`src/rtl/bridge_pkg.sv`:
```
// bridge_pkg: shared widths, fill byte and TX state encoding for the SPI-to-UART bridge
package bridge_pkg;
  localparam int BYTE_W = 8;
  localparam logic [BYTE_W-1:0] FILL_DEFAULT = 8'hFF;
  typedef enum logic [1:0] {
    IDLE      = 2'd0,
    LAUNCH    = 2'd1,
    WAIT_BUSY = 2'd2,
    WAIT_DONE = 2'd3
  } tx_state_t;
endpackage

```
`src/rtl/byte_fifo.sv`:
```
// byte_fifo: show-ahead byte FIFO; a push while full is taken only alongside a pop
module byte_fifo
  import bridge_pkg::*;
#(
  parameter int DEPTH = 4
) (
  input  logic              clk,
  input  logic              rst,
  input  logic              push,
  input  logic [BYTE_W-1:0] push_data,
  input  logic              pop,
  output logic [BYTE_W-1:0] pop_data,
  output logic              full,
  output logic              empty
);
  localparam int AW = $clog2(DEPTH);
  logic [BYTE_W-1:0] r_mem [DEPTH];
  logic [AW:0] r_wr, r_rd;
  logic w_push, w_pop;
  assign empty    = r_wr == r_rd;
  assign full     = (r_wr[AW] != r_rd[AW]) && (r_wr[AW-1:0] == r_rd[AW-1:0]);
  assign w_pop    = pop && !empty;
  assign w_push   = push && (!full || w_pop);
  assign pop_data = r_mem[r_rd[AW-1:0]];
  always_ff @(posedge clk or posedge rst) begin
    if (rst) begin
      r_wr <= '0;
      r_rd <= '0;
    end else begin
      if (w_push) r_wr <= r_wr + 1'b1;
      if (w_pop) r_rd <= r_rd + 1'b1;
    end
  end
  always_ff @(posedge clk) begin
    if (w_push) r_mem[r_wr[AW-1:0]] <= push_data;
  end
endmodule

```
`src/rtl/spi_to_uart_bridge.sv`:
```
// spi_to_uart_bridge: queues SPI bytes toward the UART transmitter and UART bytes
// back toward the SPI slave response register
module spi_to_uart_bridge
  import bridge_pkg::*;
#(
  parameter int               DEPTH     = 4,
  parameter logic [BYTE_W-1:0] FILL_BYTE = FILL_DEFAULT
) (
  input  logic              clk,
  input  logic              rst,
  input  logic              spi_rx_done,
  input  logic [BYTE_W-1:0] spi_rx_data,
  input  logic              spi_tx_req,
  output logic [BYTE_W-1:0] spi_tx_data,
  output logic              tx_start,
  output logic [BYTE_W-1:0] tx_data,
  input  logic              tx_busy,
  input  logic              uart_done,
  input  logic [BYTE_W-1:0] uart_data,
  output logic              tx_ovf,
  output logic              rx_ovf,
  output logic              rx_underrun
);
  tx_state_t r_state, w_next;
  logic [BYTE_W-1:0] w_tx_head, w_rx_head, r_tx_data, r_spi_tx_data;
  logic w_tx_full, w_tx_empty, w_tx_pop;
  logic w_rx_full, w_rx_empty, w_rx_pop;
  logic r_tx_start, r_tx_ovf, r_rx_ovf, r_underrun;

  byte_fifo #(.DEPTH(DEPTH)) u_tx_fifo (
    .clk      (clk),
    .rst      (rst),
    .push     (spi_rx_done),
    .push_data(spi_rx_data),
    .pop      (w_tx_pop),
    .pop_data (w_tx_head),
    .full     (w_tx_full),
    .empty    (w_tx_empty)
  );

  byte_fifo #(.DEPTH(DEPTH)) u_rx_fifo (
    .clk      (clk),
    .rst      (rst),
    .push     (uart_done),
    .push_data(uart_data),
    .pop      (w_rx_pop),
    .pop_data (w_rx_head),
    .full     (w_rx_full),
    .empty    (w_rx_empty)
  );

  assign w_rx_pop = spi_tx_req && !w_rx_empty;

  always_comb begin
    w_next   = r_state;
    w_tx_pop = 1'b0;
    case (r_state)
      IDLE: begin
        w_tx_pop = !w_tx_empty && !tx_busy;
        w_next   = w_tx_pop ? LAUNCH : IDLE;
      end
      LAUNCH:    w_next = WAIT_BUSY;
      WAIT_BUSY: w_next = tx_busy ? WAIT_DONE : WAIT_BUSY;
      WAIT_DONE: w_next = tx_busy ? WAIT_DONE : IDLE;
    endcase
  end

  // a dropped push is one that arrives full with no pop freeing a slot that cycle
  always_ff @(posedge clk or posedge rst) begin
    if (rst) begin
      r_state       <= IDLE;
      r_tx_start    <= 1'b0;
      r_tx_data     <= '0;
      r_spi_tx_data <= FILL_BYTE;
      r_tx_ovf      <= 1'b0;
      r_rx_ovf      <= 1'b0;
      r_underrun    <= 1'b0;
    end else begin
      r_state    <= w_next;
      r_tx_start <= w_next == LAUNCH;
      if (w_tx_pop) r_tx_data <= w_tx_head;
      if (spi_tx_req) r_spi_tx_data <= w_rx_empty ? FILL_BYTE : w_rx_head;
      r_tx_ovf   <= r_tx_ovf | (spi_rx_done & w_tx_full & ~w_tx_pop);
      r_rx_ovf   <= r_rx_ovf | (uart_done & w_rx_full & ~w_rx_pop);
      r_underrun <= r_underrun | (spi_tx_req & w_rx_empty);
    end
  end

  assign tx_start    = r_tx_start;
  assign tx_data     = r_tx_data;
  assign spi_tx_data = r_spi_tx_data;
  assign tx_ovf      = r_tx_ovf;
  assign rx_ovf      = r_rx_ovf;
  assign rx_underrun = r_underrun;
endmodule
```
`config.mk`:
```
export PLATFORM = sky130hd
export DESIGN_NAME = spi_to_uart_bridge
export DESIGN_NICKNAME = d
export VERILOG_FILES = /design/src/rtl/bridge_pkg.sv /design/src/rtl/byte_fifo.sv /design/src/rtl/spi_to_uart_bridge.sv
export SDC_FILE = /design/constraint.sdc
export NUM_CORES = 1
export LEC_CHECK = 0
export ABC_AREA = 1
export CAP_MARGIN = 20
export CORE_ASPECT_RATIO = 0.8
export CORE_MARGIN = 8
export CORE_UTILIZATION = 35
export DETAILED_ROUTE_END_ITERATION = 10
export SLEW_MARGIN = 20
export SYNTH_ARGS = -nofsm -noshare
export SYNTH_HDL_FRONTEND = slang
export SYNTH_SLANG_ARGS = --single-unit
```
`constraint.sdc`:
```
create_clock -name clk -period 2.3 [get_ports clk]
set_input_delay 0.46 -clock clk [delete_from_list [all_inputs] [get_ports clk]]
set_output_delay 0.46 -clock clk [all_outputs]
set_load 0.05 [all_outputs]
```
==> flow_summary.yaml <==
placement:
  dpl.hpwl_um: 6790
  placed_cell_area_um2: 4810
  port_buffers: 41
  globalplace.congestion: 0.831
cells_and_area:
  syn2layout_area_growth_pct: 22.1
  final_area_um2: 5130
  final_layout_size_suffix_gt1_frac: 0.106
  antenna_cells: 0
  nets: 488
cts:
  post_cts_buffers: 0
  ctsHtreeMaxLevel: 3
  cts_sinks: 98
  clock_latency_ns: 0.34
  root_buffer: "clkbuf_16"
  clk_pin_slew_ns: 0.07
  cts_resized: 0
  tritoncts: "built"
  cts_hold_buf: 0
  cts_buffers: 9
  clockBufferDepth: 2
floorplanning:
  fp.dieArea_um2: 15800
  pin_count: 42
  core_area_um2: 11600
  start_util: 0.362
  die_w_um: 139
  die_y_um: 114
  num_rows: 35
pwr:
  pwr-share-clk: 0.221
  vdd_drop_max_mv: 0.518
  power.switching_uw: 2860
  internal-power_uw: 4340
  p_per_area_nw_per_um2: 1400
  pwr-share-seq: 0.383
  p_comb_frac: 0.395
  p_leak_uw: 0.00222
  switching_share: 0.397
drt:
  wire_per_inst_um: 15.1
  drt-vias-per-instance: 4.58
  drtIter0Drc: 276
  wirelength_um: 9170
  drt-pass1-iter-count: 4
  vias: 2787
  drc: 0
  ant_nets: 0
worst_setup_path:
  cp_top_family: "buffers and inverters"
  crit_path_max_incr_delay_ns: 0.80
  cp_num_cells: 1
  reg2reg_from: "u_tx_fifo.r_rd[1]$_DFFE_PP0P_"
  worstPathMaxFanout: 2
  cp.arrival_ns: 1.67
  r2r_cells: 8
  rrSetupSlack_ns: 0.42
  crit_buf_inv: 1
  crit_chain: "clkdlybuf4s50_1"
  endpoint_kind: "output port"
  crit_type: "reg2out"
  crit_required_ns: 1.84
  slowest_stage: "clkdlybuf4s50_1"
  r2r_end: "u_tx_fifo.r_mem[3][4]$_DFFE_PP_"
  cp-start-kind: "register"
timing:
  rsz0062_at_grt: "false"
  fin_crit_sh: 0.924
  finalCriticalPeriod_ns: 2.13
  clock-skew-final_ns: 0.00823
  hold_violations: 0
  max_freq_ghz: 0.470
  slew_headroom: 0.651
  tns_ns: 0
  setup_violations: 0
  worst_pin_slew_ns: 0.522
  slew_violations: 0
global_route:
  grtUsageTotal: 0.120
  grt_pass1_vias: 2781
  antenna_found_initial: 0
  grt_pass1_wl_um: 14800
  grt_max_degree: 23
  overflow: 0
synth:
  syn_inst: 403
  synth_edf_count: 64
  netlist_area_um2: 4200
  ys_warn_count: 0
  avgSynthCellArea_um2: 10.4
  syn_nets: 435
  async_flop_share: 0.347
  synth_cell_types: 21
  yosysSeqAreaShare: 0.662
  ys.flop_type: "edfxtp_1"
  ys_seq_elements: 98
run_status:
  status: "completed"
run:
  drv_cap: 0
hold_path:
  hold_class: "in2async"
-- worst max-delay path by stage --
stage | slack (ns) | from | end
4_1_cts | 0.15 | spi_tx_data[7]$_DFFE_PP1P_ | spi_tx_data[7]
2_1_floorplan | 0.58 | u_tx_fifo.r_rd[0]$_DFFE_PP0P_ | u_tx_fifo.r_mem[0][0]$_DFFE_PP_
6_report | 0.17 | spi_tx_data[0]$_DFFE_PP1P_ | spi_tx_data[0]
3_5_place_dp | 0.27 | tx_busy | u_tx_fifo.r_mem[2][0]$_DFFE_PP_
3_3_place_gp | 0.28 | tx_busy | u_tx_fifo.r_mem[2][0]$_DFFE_PP_
5_1_grt | 0.13 | spi_tx_data[6]$_DFFE_PP1P_ | spi_tx_data[6]
-- placed cells by master (no fill, tap or decap), types with 2 or more instances in the layout --
| cell | netlist | layout |
|---|---|---|
| buf_4 | 5 | 13 |
| bufinv_16 | 0 | 2 |
| clkbuf_16 | 0 | 9 |
| clkdlybuf4s50_1 | 0 | 41 |
| clkinv_1 | 1 | 2 |
| dfrtp_1 | 26 | 26 |
| dfstp_2 | 8 | 8 |
| edfxtp_1 | 64 | 64 |
| ha_1 | 10 | 10 |
| inv_1 | 23 | 23 |
| inv_4 | 2 | 2 |
| nand2_1 | 167 | 167 |
| nand2_2 | 6 | 6 |
| nand3_1 | 36 | 36 |
| nor2_1 | 18 | 18 |
| nor2_2 | 3 | 3 |
| o21ai_0 | 16 | 16 |
| o21bai_1 | 3 | 3 |
| xor2_1 | 4 | 4 |
-- routing by layer --
layer	vias to the layer above	GRT usage	wire length, µm	part of all wire
li1	1415	-	-	-
met1	1290	0.177	4770	0.52
met2	76	0.165	3800	0.41
met3	6	0.0224	491	0.054
met4	0	0.0520	114	0.012
met5	-	0	0	0
-- cell families (layout without fill, tap and decap cells) --
group | count (synthesis) | after routing | share of synthesized area
compound gates | 20 | 20 | 0.0262
simple gates | 231 | 231 | 0.224
fa+ha+maj | 10 | 10 | 0.0298
buf+inv | 40 | 98 | 0.0497
xor+xnor | 4 | 4 | 0.00833
flops | 98 | 98 | 0.662
-- layout make-up --
class                           count  area [µm²]
Clock inverter                      6        88.8
Sequential cell                    98        2780
Inverter                           27         106
Timing Repair Buffer               55         528
Tap cell                          148         185
Fill cell                        1053        6470
Clock buffer                       10         229
Multi-Input combinational cell    265        1210
-- stage by stage --
| stage | hold slack, ns | std cells | util | total power, µW | setup slack (ns) |
|---|---|---|---|---|---|
| 2_1_floorplan | 0.468 | 403 | - | 4810 | 0.581 |
| 3_3_place_gp | 0.459 | 593 | 0.415 | 5580 | 0.277 |
| 3_5_place_dp | 0.460 | 593 | 0.415 | 5640 | 0.272 |
| 4_1_cts | 0.471 | 609 | 0.442 | 7250 | 0.154 |
| 5_1_grt | 0.482 | 609 | 0.442 | 7690 | 0.131 |
| 6_report | 0.468 | 609 | 0.442 | 7200 | 0.174 |
-- synthesized netlist by cell type, types with 4 or more instances --
cell	n	area, µm²
nand2_1	167	627
dfstp_2	8	210
buf_6	4	45.0
xor2_1	4	35.0
o21ai_0	16	80.1
nor2_1	18	67.6
inv_1	23	86.3
dfrtp_1	26	651
buf_4	5	37.5
nand3_1	36	180
buf_2	4	20.0
ha_1	10	125
nand2_2	6	37.5
edfxtp_1	64	1920
-- sequential cells by signal, summed over array words and instances, names as in the netlist, 2 cells and up --
signal / cells
r_state: 2
spi_tx_data: 8
tx_data: 8
u_rx_fifo.r_mem: 32
u_rx_fifo.r_rd: 3
u_rx_fifo.r_wr: 3
u_tx_fifo.r_mem: 32
u_tx_fifo.r_rd: 3
u_tx_fifo.r_wr: 3
-- power by group through the flow --
stage | logic, µW | clock network (µW) | registers, µW
floorplan | 1550 | 0 | 3260
global placement | 2810 | 0 | 2770
detailed placement | 2850 | 0 | 2790
CTS | 2870 | 1620 | 2760
global route | 3170 | 1710 | 2820
finish | 2850 | 1590 | 2760
No activity file was read; power rests on OpenSTA's default activity.
